==> src/rtl/exu_dp_mc_if.sv <==
// Bus bundle for the EXU datapath: GPR read/write ports and the ALU
// request/response handshake. The master drives requests, the slave is the datapath.
interface exu_dp_mc_if #(
    parameter int unsigned XLEN   = 32,
    parameter int unsigned GPR_AW = 5
);
    logic [GPR_AW-1:0] gpr_raddr1;
    logic [XLEN-1:0]   gpr_rdata1;
    logic [GPR_AW-1:0] gpr_raddr2;
    logic [XLEN-1:0]   gpr_rdata2;
    logic [GPR_AW-1:0] gpr_waddr;
    logic [XLEN-1:0]   gpr_wdata;
    logic              gpr_wen;

    logic              alu_req_valid;
    logic              alu_req_ready;
    logic [4:0]        alu_opcode;
    logic [XLEN-1:0]   alu_src1;
    logic [XLEN-1:0]   alu_src2;
    logic              alu_rsp_valid;
    logic              alu_rsp_ready;
    logic [XLEN-1:0]   alu_dst;
    logic              alu_rsp_err;
    logic              alu_flush;
    logic              alu_busy;

    modport master (
        output gpr_raddr1, gpr_raddr2, gpr_waddr, gpr_wdata, gpr_wen,
        output alu_req_valid, alu_opcode, alu_src1, alu_src2, alu_rsp_ready, alu_flush,
        input  gpr_rdata1, gpr_rdata2,
        input  alu_req_ready, alu_rsp_valid, alu_dst, alu_rsp_err, alu_busy
    );

    modport slave (
        input  gpr_raddr1, gpr_raddr2, gpr_waddr, gpr_wdata, gpr_wen,
        input  alu_req_valid, alu_opcode, alu_src1, alu_src2, alu_rsp_ready, alu_flush,
        output gpr_rdata1, gpr_rdata2,
        output alu_req_ready, alu_rsp_valid, alu_dst, alu_rsp_err, alu_busy
    );
endinterface

==> src/rtl/exu_dp_mc.sv <==
// EXU datapath: GPR file (x0 hard-wired, optional write bypass) plus a handshaked ALU
// with an iterative radix-2 multiply / restoring-divide engine working on magnitudes.
module exu_dp_mc #(
    parameter int unsigned XLEN   = 32,
    parameter int unsigned GPR_AW = 5,
    parameter bit          BYPASS = 1'b1,
    parameter bit          MDU_EN = 1'b1
) (
    input logic        clk,
    input logic        rst_n,
    exu_dp_mc_if.slave bus
);
    localparam int unsigned     NumRegs = 2 ** GPR_AW;
    localparam int unsigned     ShW     = $clog2(XLEN);
    localparam logic [XLEN-1:0] MinNeg  = {1'b1, {(XLEN-1){1'b0}}};

    localparam logic [4:0] OpAdd    = 5'd0;
    localparam logic [4:0] OpSub    = 5'd1;
    localparam logic [4:0] OpLessS  = 5'd2;
    localparam logic [4:0] OpLessU  = 5'd3;
    localparam logic [4:0] OpXor    = 5'd4;
    localparam logic [4:0] OpOr     = 5'd5;
    localparam logic [4:0] OpAnd    = 5'd6;
    localparam logic [4:0] OpSl     = 5'd7;
    localparam logic [4:0] OpSrl    = 5'd8;
    localparam logic [4:0] OpSra    = 5'd9;
    localparam logic [4:0] OpMul    = 5'd16;
    localparam logic [4:0] OpMulh   = 5'd17;
    localparam logic [4:0] OpMulhsu = 5'd18;
    localparam logic [4:0] OpMulhu  = 5'd19;
    localparam logic [4:0] OpDiv    = 5'd20;
    localparam logic [4:0] OpDivu   = 5'd21;
    localparam logic [4:0] OpRem    = 5'd22;
    localparam logic [4:0] OpRemu   = 5'd23;

    typedef enum logic [1:0] {StIdle, StBusy, StDone} state_e;

    // ---------------- GPR file ----------------
    logic [XLEN-1:0] gpr_q [NumRegs];
    logic [XLEN-1:0] rdata1, rdata2;

    always_ff @(posedge clk) begin
        if (!rst_n) begin
            for (int unsigned i = 0; i < NumRegs; i++) begin
                gpr_q[GPR_AW'(i)] <= '0;
            end
        end else if (bus.gpr_wen && (bus.gpr_waddr != '0)) begin
            gpr_q[bus.gpr_waddr] <= bus.gpr_wdata;
        end
    end

    always_comb begin
        rdata1 = gpr_q[bus.gpr_raddr1];
        if (bus.gpr_raddr1 == '0) begin
            rdata1 = '0;
        end else if (BYPASS && bus.gpr_wen && (bus.gpr_raddr1 == bus.gpr_waddr)) begin
            rdata1 = bus.gpr_wdata;
        end
        rdata2 = gpr_q[bus.gpr_raddr2];
        if (bus.gpr_raddr2 == '0) begin
            rdata2 = '0;
        end else if (BYPASS && bus.gpr_wen && (bus.gpr_raddr2 == bus.gpr_waddr)) begin
            rdata2 = bus.gpr_wdata;
        end
    end

    assign bus.gpr_rdata1 = rdata1;
    assign bus.gpr_rdata2 = rdata2;

    // ---------------- ALU state ----------------
    state_e          state_q, state_d;
    logic [4:0]      op_q, op_d;
    logic [XLEN-1:0] hi_q, hi_d, lo_q, lo_d, dv_q, dv_d;
    logic            qneg_q, qneg_d, rneg_q, rneg_d;
    logic [ShW-1:0]  cnt_q, cnt_d;
    logic [XLEN-1:0] dst_q, dst_d;
    logic            err_q, err_d;
    logic            req_ready;

    // ---------------- Request decode ----------------
    logic [4:0]      op;
    logic [XLEN-1:0] src1, src2, mag1, mag2, imm_res;
    logic [ShW-1:0]  shamt;
    logic            sgn1, sgn2, sa, sb, imm_err, imm_iter;

    always_comb begin
        op       = bus.alu_opcode;
        src1     = bus.alu_src1;
        src2     = bus.alu_src2;
        shamt    = src2[ShW-1:0];
        sgn1     = op inside {OpMulh, OpMulhsu, OpDiv, OpRem};
        sgn2     = op inside {OpMulh, OpDiv, OpRem};
        sa       = sgn1 & src1[XLEN-1];
        sb       = sgn2 & src2[XLEN-1];
        mag1     = sa ? -src1 : src1;
        mag2     = sb ? -src2 : src2;
        imm_res  = '0;
        imm_err  = 1'b0;
        imm_iter = 1'b0;
        case (op)
            OpAdd:   imm_res = src1 + src2;
            OpSub:   imm_res = src1 - src2;
            OpLessS: imm_res = {{(XLEN-1){1'b0}}, $signed(src1) < $signed(src2)};
            OpLessU: imm_res = {{(XLEN-1){1'b0}}, src1 < src2};
            OpXor:   imm_res = src1 ^ src2;
            OpOr:    imm_res = src1 | src2;
            OpAnd:   imm_res = src1 & src2;
            OpSl:    imm_res = src1 << shamt;
            OpSrl:   imm_res = src1 >> shamt;
            OpSra:   imm_res = $unsigned($signed(src1) >>> shamt);
            OpMul, OpMulh, OpMulhsu, OpMulhu: begin
                if (MDU_EN) imm_iter = 1'b1;
                else        imm_err  = 1'b1;
            end
            OpDiv, OpDivu, OpRem, OpRemu: begin
                // Zero divisor and signed overflow resolve without iterating.
                if (!MDU_EN) begin
                    imm_err = 1'b1;
                end else if (src2 == '0) begin
                    imm_res = (op == OpDiv || op == OpDivu) ? '1 : src1;
                end else if (sgn2 && (src1 == MinNeg) && (src2 == '1)) begin
                    imm_res = (op == OpDiv) ? src1 : '0;
                end else begin
                    imm_iter = 1'b1;
                end
            end
            default: imm_err = 1'b1;
        endcase
    end

    // ---------------- Iteration step and sign fix-up ----------------
    logic [XLEN:0]     mul_sum, div_sh, div_diff;
    logic [XLEN-1:0]   it_hi, it_lo, fix_res;
    logic [2*XLEN-1:0] prod;

    always_comb begin
        mul_sum  = {1'b0, hi_q} + (lo_q[0] ? {1'b0, dv_q} : '0);
        div_sh   = {hi_q, lo_q[XLEN-1]};
        div_diff = div_sh - {1'b0, dv_q};
        // op_q[2] separates the divide family (20..23) from multiply (16..19).
        if (op_q[2]) begin
            if (!div_diff[XLEN]) begin
                it_hi = div_diff[XLEN-1:0];
                it_lo = {lo_q[XLEN-2:0], 1'b1};
            end else begin
                it_hi = div_sh[XLEN-1:0];
                it_lo = {lo_q[XLEN-2:0], 1'b0};
            end
        end else begin
            it_hi = mul_sum[XLEN:1];
            it_lo = {mul_sum[0], lo_q[XLEN-1:1]};
        end
        prod = {it_hi, it_lo};
        if (qneg_q) prod = -prod;
        case (op_q)
            OpMul:                      fix_res = prod[XLEN-1:0];
            OpMulh, OpMulhsu, OpMulhu:  fix_res = prod[2*XLEN-1:XLEN];
            OpDiv, OpDivu:              fix_res = qneg_q ? -it_lo : it_lo;
            default:                    fix_res = rneg_q ? -it_hi : it_hi;
        endcase
    end

    // ---------------- FSM ----------------
    assign req_ready = (state_q == StIdle) && !bus.alu_flush;

    always_comb begin
        state_d = state_q;
        op_d    = op_q;
        hi_d    = hi_q;
        lo_d    = lo_q;
        dv_d    = dv_q;
        qneg_d  = qneg_q;
        rneg_d  = rneg_q;
        cnt_d   = cnt_q;
        dst_d   = dst_q;
        err_d   = err_q;
        case (state_q)
            StIdle: begin
                if (bus.alu_req_valid && req_ready) begin
                    op_d   = op;
                    cnt_d  = '0;
                    hi_d   = '0;
                    qneg_d = sa ^ sb;
                    rneg_d = sa;
                    if (imm_iter) begin
                        state_d = StBusy;
                        lo_d    = op[2] ? mag1 : mag2;
                        dv_d    = op[2] ? mag2 : mag1;
                    end else begin
                        state_d = StDone;
                        dst_d   = imm_res;
                        err_d   = imm_err;
                    end
                end
            end
            StBusy: begin
                if (bus.alu_flush) begin
                    state_d = StIdle;
                end else begin
                    hi_d  = it_hi;
                    lo_d  = it_lo;
                    cnt_d = cnt_q + 1'b1;
                    if (cnt_q == ShW'(XLEN - 1)) begin
                        state_d = StDone;
                        dst_d   = fix_res;
                        err_d   = 1'b0;
                    end
                end
            end
            StDone: begin
                if (bus.alu_flush || bus.alu_rsp_ready) state_d = StIdle;
            end
            default: state_d = StIdle;
        endcase
    end

    always_ff @(posedge clk) begin
        if (!rst_n) begin
            state_q <= StIdle;
            op_q    <= '0;
            hi_q    <= '0;
            lo_q    <= '0;
            dv_q    <= '0;
            qneg_q  <= 1'b0;
            rneg_q  <= 1'b0;
            cnt_q   <= '0;
            dst_q   <= '0;
            err_q   <= 1'b0;
        end else begin
            state_q <= state_d;
            op_q    <= op_d;
            hi_q    <= hi_d;
            lo_q    <= lo_d;
            dv_q    <= dv_d;
            qneg_q  <= qneg_d;
            rneg_q  <= rneg_d;
            cnt_q   <= cnt_d;
            dst_q   <= dst_d;
            err_q   <= err_d;
        end
    end

    assign bus.alu_req_ready = req_ready;
    assign bus.alu_rsp_valid = (state_q == StDone);
    assign bus.alu_dst       = dst_q;
    assign bus.alu_rsp_err   = err_q;
    assign bus.alu_busy      = (state_q != StIdle);
endmodule

==> src/flat_wrapper.sv <==
// flat-port wrapper written by rule: the top's interface ports become plain ports
module exu_dp_mc_flat 
#(
    parameter int unsigned XLEN   = 32,
    parameter int unsigned GPR_AW = 5,
    parameter bit          BYPASS = 1'b1,
    parameter bit          MDU_EN = 1'b1
)
  (clk, rst_n, bus_gpr_raddr1, bus_gpr_raddr2, bus_gpr_waddr, bus_gpr_wdata, bus_gpr_wen, bus_alu_req_valid, bus_alu_opcode, bus_alu_src1, bus_alu_src2, bus_alu_rsp_ready, bus_alu_flush, bus_gpr_rdata1, bus_gpr_rdata2, bus_alu_req_ready, bus_alu_rsp_valid, bus_alu_dst, bus_alu_rsp_err, bus_alu_busy);
  exu_dp_mc_if #(.XLEN(XLEN), .GPR_AW(GPR_AW)) bus_i ();
  input logic clk;
  input logic rst_n;
  input wire logic [$bits(bus_i.gpr_raddr1)-1:0] bus_gpr_raddr1;
  input wire logic [$bits(bus_i.gpr_raddr2)-1:0] bus_gpr_raddr2;
  input wire logic [$bits(bus_i.gpr_waddr)-1:0] bus_gpr_waddr;
  input wire logic [$bits(bus_i.gpr_wdata)-1:0] bus_gpr_wdata;
  input wire logic [$bits(bus_i.gpr_wen)-1:0] bus_gpr_wen;
  input wire logic [$bits(bus_i.alu_req_valid)-1:0] bus_alu_req_valid;
  input wire logic [$bits(bus_i.alu_opcode)-1:0] bus_alu_opcode;
  input wire logic [$bits(bus_i.alu_src1)-1:0] bus_alu_src1;
  input wire logic [$bits(bus_i.alu_src2)-1:0] bus_alu_src2;
  input wire logic [$bits(bus_i.alu_rsp_ready)-1:0] bus_alu_rsp_ready;
  input wire logic [$bits(bus_i.alu_flush)-1:0] bus_alu_flush;
  output wire logic [$bits(bus_i.gpr_rdata1)-1:0] bus_gpr_rdata1;
  output wire logic [$bits(bus_i.gpr_rdata2)-1:0] bus_gpr_rdata2;
  output wire logic [$bits(bus_i.alu_req_ready)-1:0] bus_alu_req_ready;
  output wire logic [$bits(bus_i.alu_rsp_valid)-1:0] bus_alu_rsp_valid;
  output wire logic [$bits(bus_i.alu_dst)-1:0] bus_alu_dst;
  output wire logic [$bits(bus_i.alu_rsp_err)-1:0] bus_alu_rsp_err;
  output wire logic [$bits(bus_i.alu_busy)-1:0] bus_alu_busy;
  assign bus_i.gpr_raddr1 = bus_gpr_raddr1;
  assign bus_i.gpr_raddr2 = bus_gpr_raddr2;
  assign bus_i.gpr_waddr = bus_gpr_waddr;
  assign bus_i.gpr_wdata = bus_gpr_wdata;
  assign bus_i.gpr_wen = bus_gpr_wen;
  assign bus_i.alu_req_valid = bus_alu_req_valid;
  assign bus_i.alu_opcode = bus_alu_opcode;
  assign bus_i.alu_src1 = bus_alu_src1;
  assign bus_i.alu_src2 = bus_alu_src2;
  assign bus_i.alu_rsp_ready = bus_alu_rsp_ready;
  assign bus_i.alu_flush = bus_alu_flush;
  assign bus_gpr_rdata1 = bus_i.gpr_rdata1;
  assign bus_gpr_rdata2 = bus_i.gpr_rdata2;
  assign bus_alu_req_ready = bus_i.alu_req_ready;
  assign bus_alu_rsp_valid = bus_i.alu_rsp_valid;
  assign bus_alu_dst = bus_i.alu_dst;
  assign bus_alu_rsp_err = bus_i.alu_rsp_err;
  assign bus_alu_busy = bus_i.alu_busy;
  exu_dp_mc #(.XLEN(XLEN), .GPR_AW(GPR_AW), .BYPASS(BYPASS), .MDU_EN(MDU_EN)) u_core (.clk(clk), .rst_n(rst_n), .bus(bus_i));
endmodule
==> config.mk <==
export PLATFORM = sky130hd
export DESIGN_NAME = exu_dp_mc_flat
export DESIGN_NICKNAME = d
export VERILOG_FILES = /design/src/rtl/exu_dp_mc_if.sv /design/src/rtl/exu_dp_mc.sv /design/src/flat_wrapper.sv
export SDC_FILE = /design/constraint.sdc
export NUM_CORES = 2
export LEC_CHECK = 0
export CAP_MARGIN = 0
export CORE_ASPECT_RATIO = 0.75
export CORE_UTILIZATION = 30
export CTS_BUF_LIST = sky130_fd_sc_hd__clkbuf_4 sky130_fd_sc_hd__clkbuf_8
export DETAILED_ROUTE_END_ITERATION = 16
export PLACE_DENSITY_LB_ADDON = 0.15
export SKIP_LAST_GASP = 1
export SYNTH_ARGS = -nofsm -noshare
export SYNTH_HDL_FRONTEND = slang
export SYNTH_SLANG_ARGS = --single-unit
==> constraint.sdc <==
create_clock -name clk -period 10.7 [get_ports clk]
set_clock_uncertainty 0.1 [all_clocks]
set_input_delay 2.14 -clock clk [delete_from_list [all_inputs] [get_ports clk]]
set_output_delay 2.14 -clock clk [all_outputs]
set_load 0.01 [all_outputs]
Word-level counts from Yosys, hierarchy flattened
Memories as Yosys holds them, arrays and structs flattened.
Index checks and enable logic that the tools add are counted.
{ "totals": {"regBits": 143, "ramBits": 1024, "out_inout_bits": 100, "word_cells": 160, "n_memories": 1} }
{ "op_classes": {"add_sub_neg": 10, "magnitude_cmp": 2, "n_eq_ne": 37, "shift": 3, "n_mux": 59, "n_bitwise": 6, "reduce_logical": 32} }
{ "memory_table": {"columns": ["memory", "depth", "width", "rd", "rd_ports_with_merged_regs", "wr", "line", "text"], "rows": [
  ["u_core.gpr_q", 32, 32, 2, 0, 32, "exu_dp_mc.sv:39", "logic [XLEN-1:0] gpr_q [NumRegs];"]
]} }
{ "op_table": {"columns": ["cell", "count"], "rows": [
  ["$mux W32", 28],
  ["$pmux W32 S11", 1],
  ["$pmux W32 S2", 3],
  ["$neg A32 Y32", 4],
  ["$pmux W32 S3", 1],
  ["$eq A5 B5 Y1 const B", 15],
  ["$eq A32 B32 Y1 const B", 2],
  ["$lt A32 B32 Y1", 2],
  ["$mux W64", 1],
  ["$neg A64 Y64", 1],
  ["$add A32 B33 Y33", 1],
  ["$sub A33 B32 Y33", 1],
  ["$add A32 B32 Y32", 1],
  ["$and A32 B32 Y32", 1],
  ["$logic_not A32 Y1", 1],
  ["$or A32 B32 Y32", 1],
  ["$reduce_or A32 Y1", 1],
  ["$shl A32 B5 Y32", 1],
  ["$shr A32 B5 Y32", 1],
  ["$sshr A32 B5 Y32", 1],
  ["$sub A32 B32 Y32", 1],
  ["$xor A32 B32 Y32", 1],
  ["$eq A5 B3 Y1 const B", 4],
  ["$reduce_or A18 Y1", 1],
  ["other kinds (34)", 74]
]} }

Longest topological paths before layout
{ "logic_depth": {"word_depth": 10, "depth_mapped": 27, "ltp_nobuf": 25} }

Worst setup path before layout
OpenSTA, ideal clock, no wires.
{ "synth_timing": {"kind": "input to register", "from": "input bus_alu_src2[2]", "to": "register u_core.dst_q[0] (netlist: u_core.bus.alu_dst[0])", "setup_time_ps": 74, "arrival_ps": 6721, "required_ps": 10526, "slack_ps": 3804, "stages": 20, "path_cell_list": "clkbuf_1 > clkinv_1 > buf_1 > buf_1 > clkbuf_1 > ha_1 > clkbuf_1 > o21ba_2 > o221ai_1 > o211a_1 > o41ai_1 > o311a_1 > o21ai_0 > nand2_1 > a211oi_1 > o41a_1 > a2111oi_0 > a21o_1 > a31oi_1 > o21ai_0"} }
{ "synth_via": {"elab_chain_cells": 8, "word_cells_on_any_way": 19, "cone_classes": "2 x order compare; 2 x eq/ne; 3 x shift; 9 x mux; 3 x reduce/logical"} }
{ "synth_lines": {"columns": ["item", "line", "text"], "rows": [
  ["start, declared", "flat_wrapper.sv:21", "input wire logic [$bits(bus_i.alu_src2)-1:0] bus_alu_src2;"],
  ["parallel branches: the longest is 8 deep, another holds $lt A32 B32 Y1", null, null],
  ["end signal, assigned", "exu_dp_mc.sv:238", "dst_q <= dst_d;"],
  ["end, declared", "exu_dp_mc.sv:76", "logic [XLEN-1:0] dst_q, dst_d;"]
]} }
Parallel ways; which one is timed is not known. The select of a mux whose other input is x is not followed.
A chain may end at the register's enable or synchronous reset.

Final worst setup path
{ "layout_timing": {"from": "input bus_gpr_raddr2[1]", "to": "output bus_gpr_rdata2[15]"} }
{ "layout_via": {"elab_chain_cells": 4, "word_cells_on_any_way": 6, "cone_classes": "1 x eq/ne; 2 x mux; 2 x reduce/logical; 1 x memory"} }
{ "layout_lines": {"columns": ["item", "line", "text"], "rows": [
  ["start, declared", "flat_wrapper.sv:14", "input wire logic [$bits(bus_i.gpr_raddr2)-1:0] bus_gpr_raddr2;"],
  ["parallel branches: the longest is 3 deep, another holds $mem_v2 Z32 W32", null, null],
  ["$mux W32 (*)", "exu_dp_mc.sv:60", "if (bus.gpr_raddr2 == '0) begin"],
  ["end, declared", "flat_wrapper.sv:25", "output wire logic [$bits(bus_i.gpr_rdata2)-1:0] bus_gpr_rdata2;"]
]} }
Every way passes the cells marked *.

==> out/metrics.cfg <==
[critical_path]
crit_end = bus_gpr_rdata2[15]
slowest_delay_ns = 0.84
critPathKind = input port to primary output
path_max_fanout = 109
reg2regPathDepth = 18
crit_path_start = bus_gpr_raddr2[1]
regToRegEndpoint = u_core.bus.alu_dst[28]
cp_num_cells = 9
reg2reg_setup_slack_ns = 3.41
path_buf_inv = 3
worstPathRequired_ns = 8.46
critical-path-top-delay-family = buffers and inverters
critPathLaunchType = input port
worstPathArrival_ns = 5.88
cp_cell_sequence = buf_8 -> buf_12 -> mux4_2 -> nor2b_1 -> a211oi_1 -> a211oi_1 -> a21oi_1 -> a211oi_1 -> clkdlybuf4s50_1
r2r-start = u_core.lo_q[31]
cpMostUsedCell = a211oi_1
critPathSlowestCell = a211oi_1
cp-end-kind = primary output

[synth]
syn-cell-area_sq_mm = 0.0798
yosys_register_bits = 1167
synth_edf_count = 1024
synth_cell_types = 107
synth_top_area_share_pct = 38.5
netlist_instances = 7132
yosysTopAreaCell = edfxtp_1
synth_area_leaders = edfxtp_1 (39%), mux4_2 (18%), and2_1 (8.2%)
yosys_most_used_dff = edfxtp_1
yosysWarnings = 0
syn_area_per_cell_sq_um = 11.2
synth-seq-area-share_pct = 42.1
async_reset_ff_share_pct = 0

[sta]
setup_tns_ns = 0
final.setup.worst_slack_ns = 2.58
max_freq_mhz = 123
period_share_pct = 75.9
setup_viol = 0
worst_slew_pin_slew_ns = 1.46
final.min_clock_period_ns = 8.12
rsz0062_at_grt = false
final_hold_viol_count = 0
slew_headroom_pct = 2.44
slew_viol_final = 0

[cts]
holdBufCountCts = 0
cts_sinks = 1167
clk_pin_slew_ns = 0.06
clock_latency_ns = 0.95
numCtsBuffers = 214
cts_tree = built
postCtsSetupRepairBufs = 0
clockRootBuffer = clkbuf_8
clockBufferDepth = 4
post_cts_resized = 0
ctsHtreeMaxLevel = 4

[floorplan]
die_h_um = 449
dieArea_sq_mm = 0.268
coreArea_sq_mm = 0.264
die_x_um = 598
initial_core_util_pct = 30.2
ios = 222
row_count = 163

[placement]
dpl_worst_slack_ns = 2.57
dp_cells = 10500
place_hpwl_mm = 227
gp_congestion = 0.988
io_buffers = 221

[routing]
wl_per_cell_um = 33.2
firstDrtPassIters = 6
via_per_inst = 5.93
dr.first_iter.drc_count = 9131
ant_nets = 0
drt_wl_total_mm = 361
drc_errors = 0
vias = 64400

[final_layout]
multiInputGateArea_sq_mm = 0.0439
drive_gt1_share_pct = 18.6
seqCellArea_sq_mm = 0.0336
finish.cell_count_without_fillers = 10900
synthToLayoutAreaGrowth_pct = 13.3
fill_cells = 26300
final_nets = 7419

[pwr]
total_power_mw = 12.2
p_leak_nw = 31.1
vdd_drop_max_mv = 0.0984
powerDensity_mw_per_mm2 = 135

[flow_run]
cap_violations = 0

[global_route]
grt_pass1_wl_mm = 496
antenna_found_initial = 34
grt_usage_pct = 26.1
globalRouteOverflowTotal = 0
grt_pass1_vias = 60400
grt_max_degree = 110

[hold_path]
worstHoldPathType = register to register

[run_status]
outcome = complete, no violations

[Yosys cell counts, types with 143 or more instances]
| library cell | n |
|---|---|
| nand2_1 | 382 |
| mux2i_1 | 184 |
| and2_1 | 1046 |
| edfxtp_1 | 1024 |
| a21oi_1 | 368 |
| o21ai_0 | 329 |
| clkbuf_1 | 552 |
| nor2_1 | 554 |
| dfxtp_1 | 143 |
| mux4_2 | 651 |
| xnor2_1 | 151 |
| a211oi_1 | 182 |
| inv_1 | 150 |
| ha_1 | 168 |
[state kept, by name, indices dropped and copies added (netlist names), 2 cells and up]
register and count:
u_core.bus.alu_dst 32, u_core.dv_q 32, u_core.op_q 5, u_core.gpr_q 1024, u_core.state_q 2, u_core.lo_q 32
u_core.hi_q 32, u_core.cnt_q 5
[cell type report]
type | instances | share of cell area (%)
well taps | 3547 | 4.91
inverters | 154 | 0.645
multi-input cells | 5172 | 48.5
clock buffers | 269 | 3.76
diodes | 32 | 0.0886
repair buffers | 416 | 4.18
flip-flops and latches | 1167 | 37.2
clock inverters | 108 | 0.740
[layout by cell type, fill, tap and decap left out, types with 35 or more instances in the layout]
cell type,count
a21o_1,47
mux4_2,651
nand2_1,382
edfxtp_1,1024
nor3_1,113
a21oi_1,368
dfxtp_1,141
clkbuf_4,49
nand2b_1,35
clkinv_1,61
a211oi_1,182
clkbuf_8,220
a31oi_1,67
xnor2_1,151
and2_1,1046
buf_4,191
o211ai_1,97
xor2_1,58
nand3_1,91
or3_1,35
inv_1,149
mux2i_1,184
ha_1,168
o21ai_0,298
o22ai_1,36
clkdlybuf4s50_1,202
nor2_1,519
[metal layers]
metal	GRT usage (%)	up-vias	part of all wire, %
met3	7.19	490	11
met1	40.6	33300	46
met4	6.11	12	2.4
met2	35.2	3744	40
met5	0	-	0.026
li1	-	26900	-
[worst min-delay path: stages (launching register included)]
cell and delay (ns):
dfxtp_1 0.31, nand2_1 0.05, a21oi_1 0.05
[per-stage QoR]
stage	instance area, sq um	hold WS (ns)	util, %
2_1_floorplan	79900	0.332	-
3_3_place_gp	86300	0.342	32.7
3_5_place_dp	86300	0.347	32.7
4_1_cts	90300	0.356	34.2
5_1_grt	90300	0.376	34.2
6_report	90400	0.359	34.3
[power breakdown]
part	internal, mW	switching, mW
registers	5.19	0.136
logic	0.979	1.57
clock network	2.22	2.09
[worst min-delay path by stage]
stage                                 to  cells after the start           start
after floorplan           u_core.op_q[4]                      2  u_core.op_q[4]
after global placement    u_core.op_q[4]                      2  u_core.op_q[4]
after detailed placement  u_core.op_q[4]                      2  u_core.op_q[4]
after CTS                 u_core.op_q[4]                      2  u_core.op_q[4]
after global routing      u_core.op_q[4]                      2  u_core.op_q[4]
final                     u_core.op_q[3]                      2  u_core.op_q[3]
[cell families (layout without fill, tap and decap cells)]
logic type               count (synthesis)  in the layout  share of synthesized area (%)
AND/OR/NAND/NOR                       2475           2475                           16.4
AO/OA/AOI/OAI                         1428           1428                           11.6
flip-flops                            1167           1167                           42.1
multiplexers                           854            854                           20.9
buffers and inverters                  824            947                           3.91
XOR/XNOR                               211            211                           2.33
adder cells (fa/ha/maj)                172            172                           2.73
other                                    1             64                        0.00470
(Power assumes the default switching activity.)
